--- src/rtl/pwls_seq_pkg.sv ---
// Shared constants for the piecewise-linear multichannel sequencer:
// FSM states, register field codes and waveform modes.
package pwls_seq_pkg;

  typedef enum logic [1:0] {
    ST_IDLE  = 2'd0,
    ST_SWEEP = 2'd1,
    ST_DONE  = 2'd2
  } seq_state_e;

  localparam logic [1:0] FIELD_MANT  = 2'd0;
  localparam logic [1:0] FIELD_OCT   = 2'd1;
  localparam logic [1:0] FIELD_AMP   = 2'd2;
  localparam logic [1:0] FIELD_PHASE = 2'd3;

  localparam logic MODE_SAW = 1'b0;
  localparam logic MODE_TRI = 1'b1;

endpackage

--- src/rtl/pwls_seq_wave.sv ---
// Combinational waveform shaper: phase to saw/triangle, then scaled down
// by the channel's amplitude shift.
module pwls_seq_wave
  import pwls_seq_pkg::*;
#(
  parameter int BITS = 12
) (
  input  logic [BITS-1:0] i_phase,
  input  logic            i_mode,
  input  logic [2:0]      i_amp_shift,
  output logic [BITS-1:0] o_contrib
);

  logic [BITS-1:0] w_wave;

  // Triangle folds the upper half of the phase back down at double slope.
  always_comb begin
    w_wave = i_phase;
    if (i_mode == MODE_TRI) begin
      if (i_phase[BITS-1]) begin
        w_wave = {~i_phase[BITS-2:0], 1'b0};
      end else begin
        w_wave = {i_phase[BITS-2:0], 1'b0};
      end
    end else begin
      w_wave = i_phase;
    end
    o_contrib = w_wave >> i_amp_shift;
  end

endmodule

--- src/rtl/pwls_mc_sequencer.sv ---
// Multichannel phase-accumulator sequencer: one channel per cycle per sweep, mixed
// into one sample. Triangle mode exists only when PWLS_SEQ_TRI_EN is defined.
module pwls_mc_sequencer
  import pwls_seq_pkg::*;
#(
  parameter int BITS     = 12,
  parameter int OCT_BITS = 3,
  parameter int NUM_CH   = 4,
  localparam int CH_BITS = $clog2(NUM_CH)
) (
  input  logic                    clk,
  input  logic                    reset,
  input  logic                    sample_tick,
  input  logic                    reg_we,
  input  logic [CH_BITS+1:0]      reg_waddr,
  input  logic [BITS-1:0]         reg_wdata,
  output logic [BITS+CH_BITS-1:0] sample_out,
  output logic                    sample_valid,
  output logic                    busy,
  output logic                    overrun
);

  localparam int ACC_W = BITS + CH_BITS;
  localparam logic [OCT_BITS-1:0] MAX_OCT = '1;
  localparam logic [CH_BITS-1:0]  LAST_CH = CH_BITS'(NUM_CH - 1);

  logic [BITS-2:0]     r_mant  [NUM_CH];
  logic [OCT_BITS-1:0] r_oct   [NUM_CH];
  logic [2:0]          r_amp   [NUM_CH];
  logic [BITS-1:0]     r_phase [NUM_CH];

  seq_state_e          r_state;
  logic [CH_BITS-1:0]  r_ch;
  logic [ACC_W-1:0]    r_acc;
  logic [ACC_W-1:0]    r_sample_out;
  logic                r_valid;
  logic                r_busy;
  logic                r_overrun;

  logic [CH_BITS-1:0]  w_wch;
  logic [1:0]          w_field;
  logic                w_sweep;
  logic                w_mode;
  logic [BITS-1:0]     w_step;
  logic [BITS-1:0]     w_phase_next;
  logic [BITS-1:0]     w_contrib;
  logic [ACC_W-1:0]    w_sum;

  assign w_wch        = reg_waddr[CH_BITS+1:2];
  assign w_field      = reg_waddr[1:0];
  assign w_sweep      = (r_state == ST_SWEEP);
  assign w_step       = {1'b1, r_mant[r_ch]} >> (MAX_OCT - r_oct[r_ch]);
  assign w_phase_next = r_phase[r_ch] + w_step;
  assign w_sum        = r_acc + ACC_W'(w_contrib);

`ifdef PWLS_SEQ_TRI_EN
  logic r_mode [NUM_CH];

  // Mode bit storage, only present when triangle support is built in.
  always_ff @(posedge clk) begin
    if (reset) begin
      for (int c = 0; c < NUM_CH; c++) r_mode[c] <= MODE_SAW;
    end else if (reg_we && w_field == FIELD_AMP) begin
      r_mode[w_wch] <= reg_wdata[3];
    end else begin
      r_mode[w_wch] <= r_mode[w_wch];
    end
  end

  assign w_mode = r_mode[r_ch];
`else
  assign w_mode = MODE_SAW;
`endif

  pwls_seq_wave #(.BITS(BITS)) u_wave (
    .i_phase     (r_phase[r_ch]),
    .i_mode      (w_mode),
    .i_amp_shift (r_amp[r_ch]),
    .o_contrib   (w_contrib)
  );

  // Channel registers; a phase write overrides the same-cycle sweep advance.
  always_ff @(posedge clk) begin
    if (reset) begin
      for (int c = 0; c < NUM_CH; c++) begin
        r_mant[c]  <= '0;
        r_oct[c]   <= '0;
        r_amp[c]   <= 3'd0;
        r_phase[c] <= '0;
      end
    end else begin
      if (w_sweep) begin
        r_phase[r_ch] <= w_phase_next;
      end
      if (reg_we) begin
        case (w_field)
          FIELD_MANT:  r_mant[w_wch]  <= reg_wdata[BITS-2:0];
          FIELD_OCT:   r_oct[w_wch]   <= reg_wdata[OCT_BITS-1:0];
          FIELD_AMP:   r_amp[w_wch]   <= reg_wdata[2:0];
          FIELD_PHASE: r_phase[w_wch] <= reg_wdata;
          default:     r_amp[w_wch]   <= r_amp[w_wch];
        endcase
      end
    end
  end

  // Sweep FSM, mix accumulator and registered outputs.
  always_ff @(posedge clk) begin
    if (reset) begin
      r_state      <= ST_IDLE;
      r_ch         <= '0;
      r_acc        <= '0;
      r_sample_out <= '0;
      r_valid      <= 1'b0;
      r_busy       <= 1'b0;
      r_overrun    <= 1'b0;
    end else begin
      r_valid <= 1'b0;
      if (sample_tick && r_state != ST_IDLE) begin
        r_overrun <= 1'b1;
      end
      case (r_state)
        ST_IDLE: begin
          if (sample_tick) begin
            r_state <= ST_SWEEP;
            r_ch    <= '0;
            r_acc   <= '0;
            r_busy  <= 1'b1;
          end
        end
        ST_SWEEP: begin
          r_acc <= w_sum;
          r_ch  <= r_ch + CH_BITS'(1);
          if (r_ch == LAST_CH) begin
            r_state      <= ST_DONE;
            r_sample_out <= w_sum;
            r_valid      <= 1'b1;
          end
        end
        ST_DONE: begin
          r_state <= ST_IDLE;
          r_busy  <= 1'b0;
        end
        default: begin
          r_state <= ST_IDLE;
          r_busy  <= 1'b0;
        end
      endcase
    end
  end

  assign sample_out   = r_sample_out;
  assign sample_valid = r_valid;
  assign busy         = r_busy;
  assign overrun      = r_overrun;

endmodule

--- config.mk ---
export PLATFORM = sky130hd
export DESIGN_NAME = pwls_mc_sequencer
export DESIGN_NICKNAME = d
export VERILOG_FILES = /design/src/rtl/pwls_seq_pkg.sv /design/src/rtl/pwls_seq_wave.sv /design/src/rtl/pwls_mc_sequencer.sv
export SDC_FILE = /design/constraint.sdc
export NUM_CORES = 1
export LEC_CHECK = 0
export CORE_ASPECT_RATIO = 0.8
export CORE_MARGIN = 2
export CORE_UTILIZATION = 60
export DETAILED_ROUTE_END_ITERATION = 10
export PLACE_DENSITY = 0.79
export SYNTH_ARGS = -nofsm -noshare
export SYNTH_HDL_FRONTEND = slang
export SYNTH_SLANG_ARGS = --single-unit
export TNS_END_PERCENT = 10
--- constraint.sdc ---
create_clock -name clk -period 6.1 [get_ports clk]
set_input_delay 1.22 -clock clk [delete_from_list [all_inputs] [get_ports clk]]
set_output_delay 1.22 -clock clk [all_outputs]
set_load 0.03 [all_outputs]
==> run summary, run 1 <==
status = completed
Num CTS Buffers = 17
commonest non-fill, non-tap cell in the layout = edfxtp_1
number of antenna diodes = 0
GRT overflow = 0
crit-path max cell delay = 0.70 ns
Peak supply drop = 216 uV
post-synthesis async set-or-reset flop share = 0%
share of layout cells above drive strength 1 = 9.89%
Crit. End Element = flop
flops & latches, synth = 153
critical path, cell by cell = buf_4 > mux4_1 > mux2_2 > o211ai_1 > o21ai_0 > ha_1 > a211oi_1 > nor2_1 > o221ai_1 > o221ai_1 > a21oi_1 > xnor2_1 > o31ai_2
vias in the first global route = 6,311
Worst Path Buf+Inv = 1
FF+latch area = 4230 um^2
dpl cell area = 8930 um^2
P per Cell Area = 292 nW/um^2
die area = 15,200 um^2
largest net degree at the start of global routing = 42
area delta synth->final = 11.3%
Final Cycle Share = 77.0%
Detailed Route WL = 21,200 um
starting density of the core = 62.0%
vias per cell = 6.68
Max Fclk = 213 MHz
RSZ-0062 raised after global routing = no
CTS root buffer = clkbuf_16
FP Rows = 38
# fillers = 947
initial DRC count = 939
Tmin final = 4.70 ns
post-DP HPWL = 14,500 um
Setup Buffers After CTS = 0
CTS Hold Bufs = 0
Final Util = 69.1%
Die H = 111 um
port bufs = 36
initial antenna violation count = 0
CP startpoint kind = flop
# IOs = 37
number of synthesis warnings = 0
Max Cap Viol = 0
die width = 137 um
fin nets = 832
all-layer global routing usage = 29.5%
slew margin rel. = 14.7%
Netlist cell types = 66
TritonRoute pass-1 iters = 5
crit path DAT = 4.85 ns
CP top delay family = compound AO/OA/AOI/OAI gates
routability cong. = 0.952
critical path fanouts, max = 16
Post-Syn Nets = 815
Worst EP required = 6.25 ns
clk sink count = 153
first-pass GRT wire length = 34,000 um
Final Setup Violations = 0
Synth Cell Area = 8520 um^2
Post-CTS Resized = 0
slowest cell on the critical path = dfxtp_2
TritonCTS clock tree = done
worst skew pair latency = 0.43 ns
fin area = 9490 um^2
most frequent cells in the layout = edfxtp_1 (116), nand2_1 (104), o21ai_0 (61), nor2_1 (53), and3_1 (37)
CTS max path bufs = 2
syn avg cell area = 11.1 um^2
LEAKAGE = 3.67 nW
Slew Viols, Final = 0
# H-tree levels = 4
EDFF count, synth = 116
core area = 13,700 um^2
skew final = 0.00906 ns
CP most frequent cell = o221ai_1
Hold Vio Cnt, Final = 0
clock-pin slew on the worst setup and hold paths = 0.06 ns
DRC violations left = 0
min-delay worst type = flop to flop
setup_tns = 0 ns
Primary FF master, synth = edfxtp_1
register area share after synthesis = 49.6%
ANT nets after route = 0
average wire per cell in the routed design = 21.6 um
Total Power = 2.77 mW
vias = 6,540
area of the multi-input gates = 3950 um^2
Syn Inst Count = 769
critical path class = flop to flop
Worst Tran Pin Value = 1.27 ns
final cells by class:
type | instances | share of cell area [%]
Tap cell | 180 | 2.37
Clock buffer | 19 | 4.67
Timing Repair Buffer | 49 | 4.83
Inverter | 20 | 0.791
Clock inverter | 13 | 1.25
Multi-Input combinational cell | 545 | 41.6
Sequential cell | 153 | 44.5
sequential cells by signal, indices dropped and copies added, names as in the netlist, 2 cells and up, named ones only:
signal and flops:
r_oct 12, r_mant 44, r_ch 2, r_state 2
r_phase 48, sample_out 14, r_acc 14, r_amp 12
cell families after synthesis:
family,share of synthesized area (%)
fa+ha+maj,3.99
flops,49.6
mux,12.6
xor+xnor,2.05
buf+inv,4.29
compound gates,12.9
simple gates,14.5
routing by layer:
metal  vias to the layer above  global-route usage, %  wire length (um)  share of wire (%)
met3                        56                   8.36              2350                 11
met2                       427                   42.3              9510                 45
met1                      3144                   42.9              8770                 41
li1                       2913                      -                 -                  -
met4                         0                   10.4               568                2.7
met5                         -                      0                 0                  0
worst reg2reg max path: stages, from the launching register on:
cell,delay (ns)
dfxtp_2,0.70
buf_4,0.41
mux4_1,0.65
mux2_2,0.31
o211ai_1,0.17
o21ai_0,0.21
ha_1,0.36
a211oi_1,0.38
nor2_1,0.15
o221ai_1,0.34
o221ai_1,0.19
a21oi_1,0.23
xnor2_1,0.23
o31ai_2,0.09
power breakdown:
part           switching, mW  total [mW]  internal, mW
sequential            0.0269        1.21          1.18
clock                  0.430        1.00         0.574
combinational          0.341       0.552         0.212
path summary, 6_finish.rpt:
path | startpoint | end | slack (ns) | depth (start not counted)
worst max-delay path | flop | r_phase[3][11] | 1.40 | 13
worst min-delay path | sample_out[6] | sample_out[6] | 0.45 | 2
worst max register to register | flop | r_phase[3][11] | 1.40 | 13
worst min register to register | sample_out[6] | sample_out[6] | 0.45 | 2
synth_stat cells (all sizes together), types with 4 or more instances:
library cell | number | area, um^2
a31oi | 4 | 25.0
mux2 | 10 | 113
nor3 | 11 | 55.1
ha | 24 | 300
mux4 | 29 | 704
a211oi | 5 | 42.5
o31ai | 6 | 50.1
a21o | 11 | 82.6
o211ai | 4 | 30.0
and2 | 16 | 100
a21oi | 36 | 180
buf | 13 | 118
a311o | 4 | 40.0
o21ai | 66 | 330
nand2 | 104 | 390
nand3 | 6 | 35.0
xnor2 | 12 | 105
nor4 | 4 | 25.0
nand2b | 9 | 56.3
and3 | 37 | 231
dfxtp | 37 | 741
a22o | 17 | 149
mux2i | 26 | 260
xor2 | 8 | 70.1
edfxtp | 116 | 3480
clkbuf | 38 | 173
nor2 | 53 | 199
inv | 20 | 75.1
stage by stage:
| stage | setup WS, ns | instances | hold slack [ns] |
|---|---|---|---|
| detailed placement | 1.60 | 947 | 0.445 |
| finish | 1.40 | 979 | 0.452 |
| CTS | 1.48 | 979 | 0.455 |
| global placement | 1.63 | 947 | 0.435 |
| global route | 1.23 | 979 | 0.476 |
| floorplan | 2.50 | 769 | 0.432 |
No activity file was read; power rests on OpenSTA's default activity.
==> inputs of run 2 (changes only) <==
--- a/config.mk
+++ b/config.mk
@@ -7,9 +7,9 @@
 export LEC_CHECK = 0
 export CORE_ASPECT_RATIO = 0.8
 export CORE_MARGIN = 2
-export CORE_UTILIZATION = 60
+export CORE_UTILIZATION = 55
 export DETAILED_ROUTE_END_ITERATION = 10
-export PLACE_DENSITY = 0.79
+export PLACE_DENSITY = 0.76
 export SYNTH_ARGS = -nofsm -noshare
 export SYNTH_HDL_FRONTEND = slang
 export SYNTH_SLANG_ARGS = --single-unit
==> constraint.sdc (replaced) <==
create_clock -name clk -period 4.24 [get_ports clk]
set_input_delay 0.848 -clock clk [delete_from_list [all_inputs] [get_ports clk]]
set_output_delay 0.848 -clock clk [all_outputs]
set_load 0.03 [all_outputs]
==> run 2 against run 1 <==
  * Final cell count rose by 4.0%
  * First-iteration DRC count down 20%
  * Largest cell class unchanged
  * Worst hold slack better by 0.0050 ns
  * Sequential share of layout area is 1.1 points lower
  * Register-to-register slack got worse by 1.2 ns
  * Worst setup slack worse by 1.2 ns
  * Die area grew 8.8%
  * Count of clock-buffer cells in the layout increased by 5
  * Non-clock buffer count grew 9
==> run summary, run 2 (synthesis gave the netlist of run 1 again) <==
Top reg by flops = r_phase
Worst Tran Pin Value = 1.14 ns (-0.128 ns)
Max Fclk = 248 MHz (+17%)
area delta synth->final = 14.1%
CTS max path bufs = 2 (unchanged)
DRC violations left = 0 (unchanged)
skew final = 0.00615 ns (-0.00291 ns)
starting density of the core = 56.6% (-5.5 points)
core area = 15,100 um^2 (+9.6%)
most frequent cells in the layout = edfxtp_1 (116), nand2_1 (104), o21ai_0 (61), nor2_1 (53), and3_1 (37)
top flop regs = r_phase x48, r_mant x44
commonest non-fill, non-tap cell in the layout = edfxtp_1
largest net degree at the start of global routing = 42 (unchanged)
critical path fanouts, max = 12 (-4)
critical path class = flop to flop
CTS root buffer = clkbuf_16
Num CTS Buffers = 17 (unchanged)
crit path DAT = 4.18 ns (-0.67 ns)
clock-pin slew on the worst setup and hold paths = 0.06 ns (about the same)
TritonRoute pass-1 iters = 6 (+1)
Worst EP required = 4.39 ns (-1.86 ns)
LEAKAGE = 3.77 nW (+2.8%)
Hold Vio Cnt, Final = 0 (unchanged)
dpl cell area = 9040 um^2 (+1.3%)
clk sink count = 153 (unchanged)
Tmin final = 4.03 ns (-0.674 ns)
# fillers = 1,135 (+20%)
DRT met1 WL = 9050 um (+3.2%)
Final Cycle Share = 95.0% (+18 points)
Slew Viols, Final = 0 (unchanged)
port bufs = 36 (unchanged)
status = completed
first-pass GRT wire length = 33,700 um (-1.1%)
average wire per cell in the routed design = 21.1 um (-2.7%)
all-layer global routing usage = 27.4% (-2.1 points)
max reg flops = 48 (unchanged)
number of antenna diodes = 0 (unchanged)
worst skew pair latency = 0.43 ns (about the same)
met2 routed WL = 9720 um (+2.2%)
min-delay worst type = flop to flop
# IOs = 37 (unchanged)
initial DRC count = 750 (-20%)
Peak supply drop = 334 uV (+54%)
CP startpoint kind = flop
non-filler cells in the finished layout = 1,018 (+4.0%)
# H-tree levels = 4 (unchanged)
Die H = 115 um (+4.3%)
Crit. End Element = flop
Detailed Route WL = 21,400 um (+1.2%)
initial antenna violation count = 0 (unchanged)
P per Cell Area = 427 nW/um^2 (+46%)
share of layout cells above drive strength 1 = 11.4% (+1.5 points)
die width = 143 um (+4.3%)
Max Cap Viol = 0 (unchanged)
vias = 6,438 (-1.6%)
die area = 16,500 um^2 (+8.8%)
Total Power = 4.15 mW (+50%)
vias in the first global route = 6,191 (-1.9%)
Final Setup Violations = 0 (unchanged)
uppermost routed layer = met4
routability cong. = 0.911 (-4.3%)
fin nets = 841 (+1.1%)
GRT overflow = 0 (unchanged)
FP Rows = 40 (+5.3%)
Inst Count DP = 984 (+3.9%)
post-DP HPWL = 14,700 um (+1.3%)
vias per cell = 6.32 (-5.3%)
TritonCTS clock tree = done
fin area = 9730 um^2 (+2.5%)
ANT nets after route = 0 (unchanged)
slew margin rel. = 23.3% (+8.6 points)
metal3 WL = 2230 um (-5.0%)
run 2: cell types whose count changed in the layout (fill, tap and decap cells not counted), sizes merged:
cell      change
buf           +8
clkinv        -1
bufinv        +2
clkinvlp      -3
inv           -3
clkbuf        +6
run 2: power by group:
part	internal, mW	leakage (nW)	switching (mW)
Clock	0.983	0.298	0.581
Combinational	0.328	2.02	0.520
Sequential	1.70	1.45	0.0348
Total	3.01	3.77	1.14
run 2: worst paths after layout:
kind,end,cells past startpoint,slack (ns),from
hold reg to reg,sample_out[0],2,0.46,sample_out[0]
setup reg to reg,r_phase[2][8],13,0.21,flop
setup / recovery,r_phase[2][8],13,0.21,flop
hold / removal,sample_out[0],2,0.46,sample_out[0]
run 2: per-stage QoR:
stage | setup slack (ns) | hold slack, ns | util [%] | setup TNS [ns]
floorplan | 0.641 | 0.432 | - | 0
global placement | 0.216 | 0.438 | 60.0 | 0
detailed placement | 0.0828 | 0.449 | 60.0 | 0
CTS | 0.0215 | 0.458 | 64.1 | 0
global route | -0.00491 | 0.468 | 64.6 | -0.00491
finish | 0.214 | 0.457 | 64.6 | 0
run 2: cell type report:
cell class,instances,area [um^2],area share [%]
Clock buffer,24,492,5.05
Multi-Input combinational cell,545,3970,40.8
Inverter,20,75.1,0.772
Clock inverter,8,116,1.20
Timing Repair Buffer,58,581,5.97
Tap cell,210,263,2.70
Sequential cell,153,4230,43.5
run 2: worst max-delay path: stages, from the launching register on:
cell and delay, ns:
dfxtp_4 0.43, buf_12 0.18, mux4_1 0.63, mux2_2 0.31, o21ai_0 0.15, o21ai_0 0.10, ha_1 0.24, fa_1 0.42
a21o_1 0.20, a21boi_1 0.23, o21bai_1 0.18, a31oi_2 0.26, xor2_2 0.26, o21ai_0 0.17
run 2: what timing repair did:
item                                    4_1_cts  5_1_grt
hold buffers                                  0        0
buffers inserted                              0        1
resized for setup                             0        7
endpoints found under the setup margin        0       16
run 2: per-layer routing:
metal | vias to the layer above | global-route usage, %
met1 | 3090 | 39.2
met4 | 0 | 9.37
li1 | 2933 | -
met5 | - | 0
met3 | 43 | 7.21
met2 | 372 | 40.9
==> inputs of run 3 (changes only) <==
--- a/config.mk
+++ b/config.mk
@@ -7,9 +7,10 @@
 export LEC_CHECK = 0
 export CORE_ASPECT_RATIO = 0.8
 export CORE_MARGIN = 2
-export CORE_UTILIZATION = 55
+export CORE_UTILIZATION = 57
+export CTS_BUF_LIST = sky130_fd_sc_hd__clkbuf_2 sky130_fd_sc_hd__clkbuf_4 sky130_fd_sc_hd__clkbuf_8
 export DETAILED_ROUTE_END_ITERATION = 10
-export PLACE_DENSITY = 0.76
+export PLACE_DENSITY = 0.79
 export SYNTH_ARGS = -nofsm -noshare
 export SYNTH_HDL_FRONTEND = slang
 export SYNTH_SLANG_ARGS = --single-unit
==> run 3 against run 2 <==
  * Count of clock-buffer cells in the layout down 3
  * Final cell count down 2.2%
  * Die area down 3.4%
  * Register-to-register slack worse by 0.04 ns
  * Sequential share of layout area up 0.89 points
  * Largest cell class unchanged
==> run summary, run 3 (synthesis gave the netlist of run 1 again) <==
CTS root buffer = clkbuf_8
fin nets = 845 (+0.48%)
GRT overflow = 0 (unchanged)
CP startpoint kind = flop
Crit. End Element = flop
first-pass GRT wire length = 32,900 um (-2.1%)
critical path fanouts, max = 10 (-2)
skew final = 0.0120 ns (+0.00590 ns)
routability cong. = 0.937 (+2.8%)
Detailed Route WL = 21,400 um (-0.31%)
Total Power = 3.77 mW (-9.2%)
share of layout cells above drive strength 1 = 12.4% (+1.1 points)
Worst EP required = 4.61 ns (+0.22 ns)
Psw = 1.11 mW (-2.7%)
Peak supply drop = 263 uV (-21%)
max reg flops = 48 (unchanged)
average wire per cell in the routed design = 21.5 um (+1.9%)
P per Cell Area = 395 nW/um^2 (-7.3%)
critical path class = flop to flop
Die H = 113 um (-1.7%)
status = completed
Pint = 2.66 mW (-12%)
largest net degree at the start of global routing = 42 (unchanged)
min-delay worst type = flop to flop
clk sink count = 153 (unchanged)
# IOs = 37 (unchanged)
Final Util = 66.0% (+1.4 points)
ANT nets after route = 0 (unchanged)
area delta synth->final = 11.8%
most frequent cells in the layout = edfxtp_1 (116), nand2_1 (104), o21ai_0 (60), nor2_1 (53), and3_1 (37)
Num CTS Buffers = 17 (unchanged)
worst skew pair latency = 0.47 ns (+0.04 ns)
initial antenna violation count = 0 (unchanged)
FP Rows = 39 (-2.5%)
Tmin final = 4.07 ns (+0.0443 ns)
power share of the combinational group = 22.6% (+2.2 points)
CTS Hold Bufs = 0 (unchanged)
LEAKAGE = 3.71 nW (-1.7%)
TritonRoute pass-1 iters = 6 (unchanged)
initial DRC count = 846 (+13%)
setup_tns = 0 ns (unchanged)
TritonCTS clock tree = done
clock-pin slew on the worst setup and hold paths = 0.08 ns (+0.02 ns)
commonest non-fill, non-tap cell in the layout = edfxtp_1
slew margin rel. = 29.9% (+6.6 points)
Hold Vio Cnt, Final = 0 (unchanged)
port bufs = 36 (unchanged)
Slew Viols, Final = 0 (unchanged)
die area = 16,000 um^2 (-3.4%)
number of antenna diodes = 0 (unchanged)
top flop regs = r_phase x48, r_mant x44
Flop pwr share = 46.1% (+4.2 points)
Net Sw Frac = 29.3% (+2.0 points)
DRC violations left = 0 (unchanged)
post-DP HPWL = 14,700 um (+0.25%)
crit path DAT = 4.44 ns (+0.26 ns)
Final Setup Violations = 0 (unchanged)
Top reg by flops = r_phase
Max Cap Viol = 0 (unchanged)
vias in the first global route = 6,100 (-1.5%)
vias = 6,492 (+0.84%)
starting density of the core = 59.0% (+2.4 points)
# H-tree levels = 4 (unchanged)
Max Fclk = 246 MHz (-1.1%)
die width = 141 um (-1.7%)
Worst Tran Pin Value = 1.04 ns (-0.0980 ns)
Final Cycle Share = 96.0% (+1.0 points)
vias per cell = 6.52 (+3.1%)
Min Hold Slack = 0.456 ns (-0.00134 ns)
core area = 14,400 um^2 (-4.1%)
clock power share = 31.3% (-6.4 points)
all-layer global routing usage = 27.3% (-0.12 points)
CTS max path bufs = 2 (unchanged)
-- run 3: power groups by stage --
stage               clock network, mW  logic, mW  registers, mW
floorplan                           0      0.575           1.75
global placement                    0      0.767           1.76
detailed placement                  0      0.789           1.77
CTS                              1.18      0.797           1.74
global route                     1.24      0.908           1.75
finish                           1.18      0.850           1.74
-- run 3: final cells by class --
cell class	instances	area (um^2)
timing repair buffer	62	598
fill	1070	4910
inverter	20	75.1
sequential	153	4230
clock inverter	11	145
tap	184	230
multi-input combinational	545	3970
clock buffer	21	283
-- run 3: routing by layer --
metal	global-route usage [%]	share of wire, %	up-vias
li1	-	-	2932
met1	40.1	43	3145
met2	40.6	46	381
met3	6.63	10	34
met4	8.80	1.9	0
met5	0	0	-
-- run 3: worst paths after layout --
check | to | cells past startpoint | slack [ns] | from
worst max-delay path | r_acc[9] | 15 | 0.17 | flop
worst max register to register | r_acc[9] | 15 | 0.17 | flop
worst min-delay path | sample_out[7] | 2 | 0.46 | sample_out[7]
worst min register to register | sample_out[7] | 2 | 0.46 | sample_out[7]
-- run 3: stage by stage --
stage          instance area [um^2]  instances  setup slack, ns
2_1_floorplan                  8520        769            0.641
3_3_place_gp                   9000        957            0.114
3_5_place_dp                   9000        957           0.0841
4_1_cts                        9430        989           0.0465
5_1_grt                        9530        996        -0.000531
6_report                       9530        996            0.170
-- run 3: worst max-delay path, cell delays in order (launching register included) --
cell	delay [ns]
dfxtp_4	0.42
buf_4	0.16
clkbuf_16	0.18
mux4_1	0.70
mux2i_1	0.24
nor2_1	0.06
a21oi_1	0.18
nand2b_1	0.13
nand2_1	0.07
ha_1	0.33
and2_1	0.17
a221o_1	0.37
o211ai_1	0.23
a21boi_1	0.12
or3_1	0.34
a32o_1	0.26
-- run 3: what timing repair did --
| action | CTS | global route |
|---|---|---|
| gates resized for setup | 0 | 9 |
| hold endpoints to repair | 0 | 0 |
| endpoints found under the setup margin | 0 | 27 |
| buffers inserted | 0 | 6 |
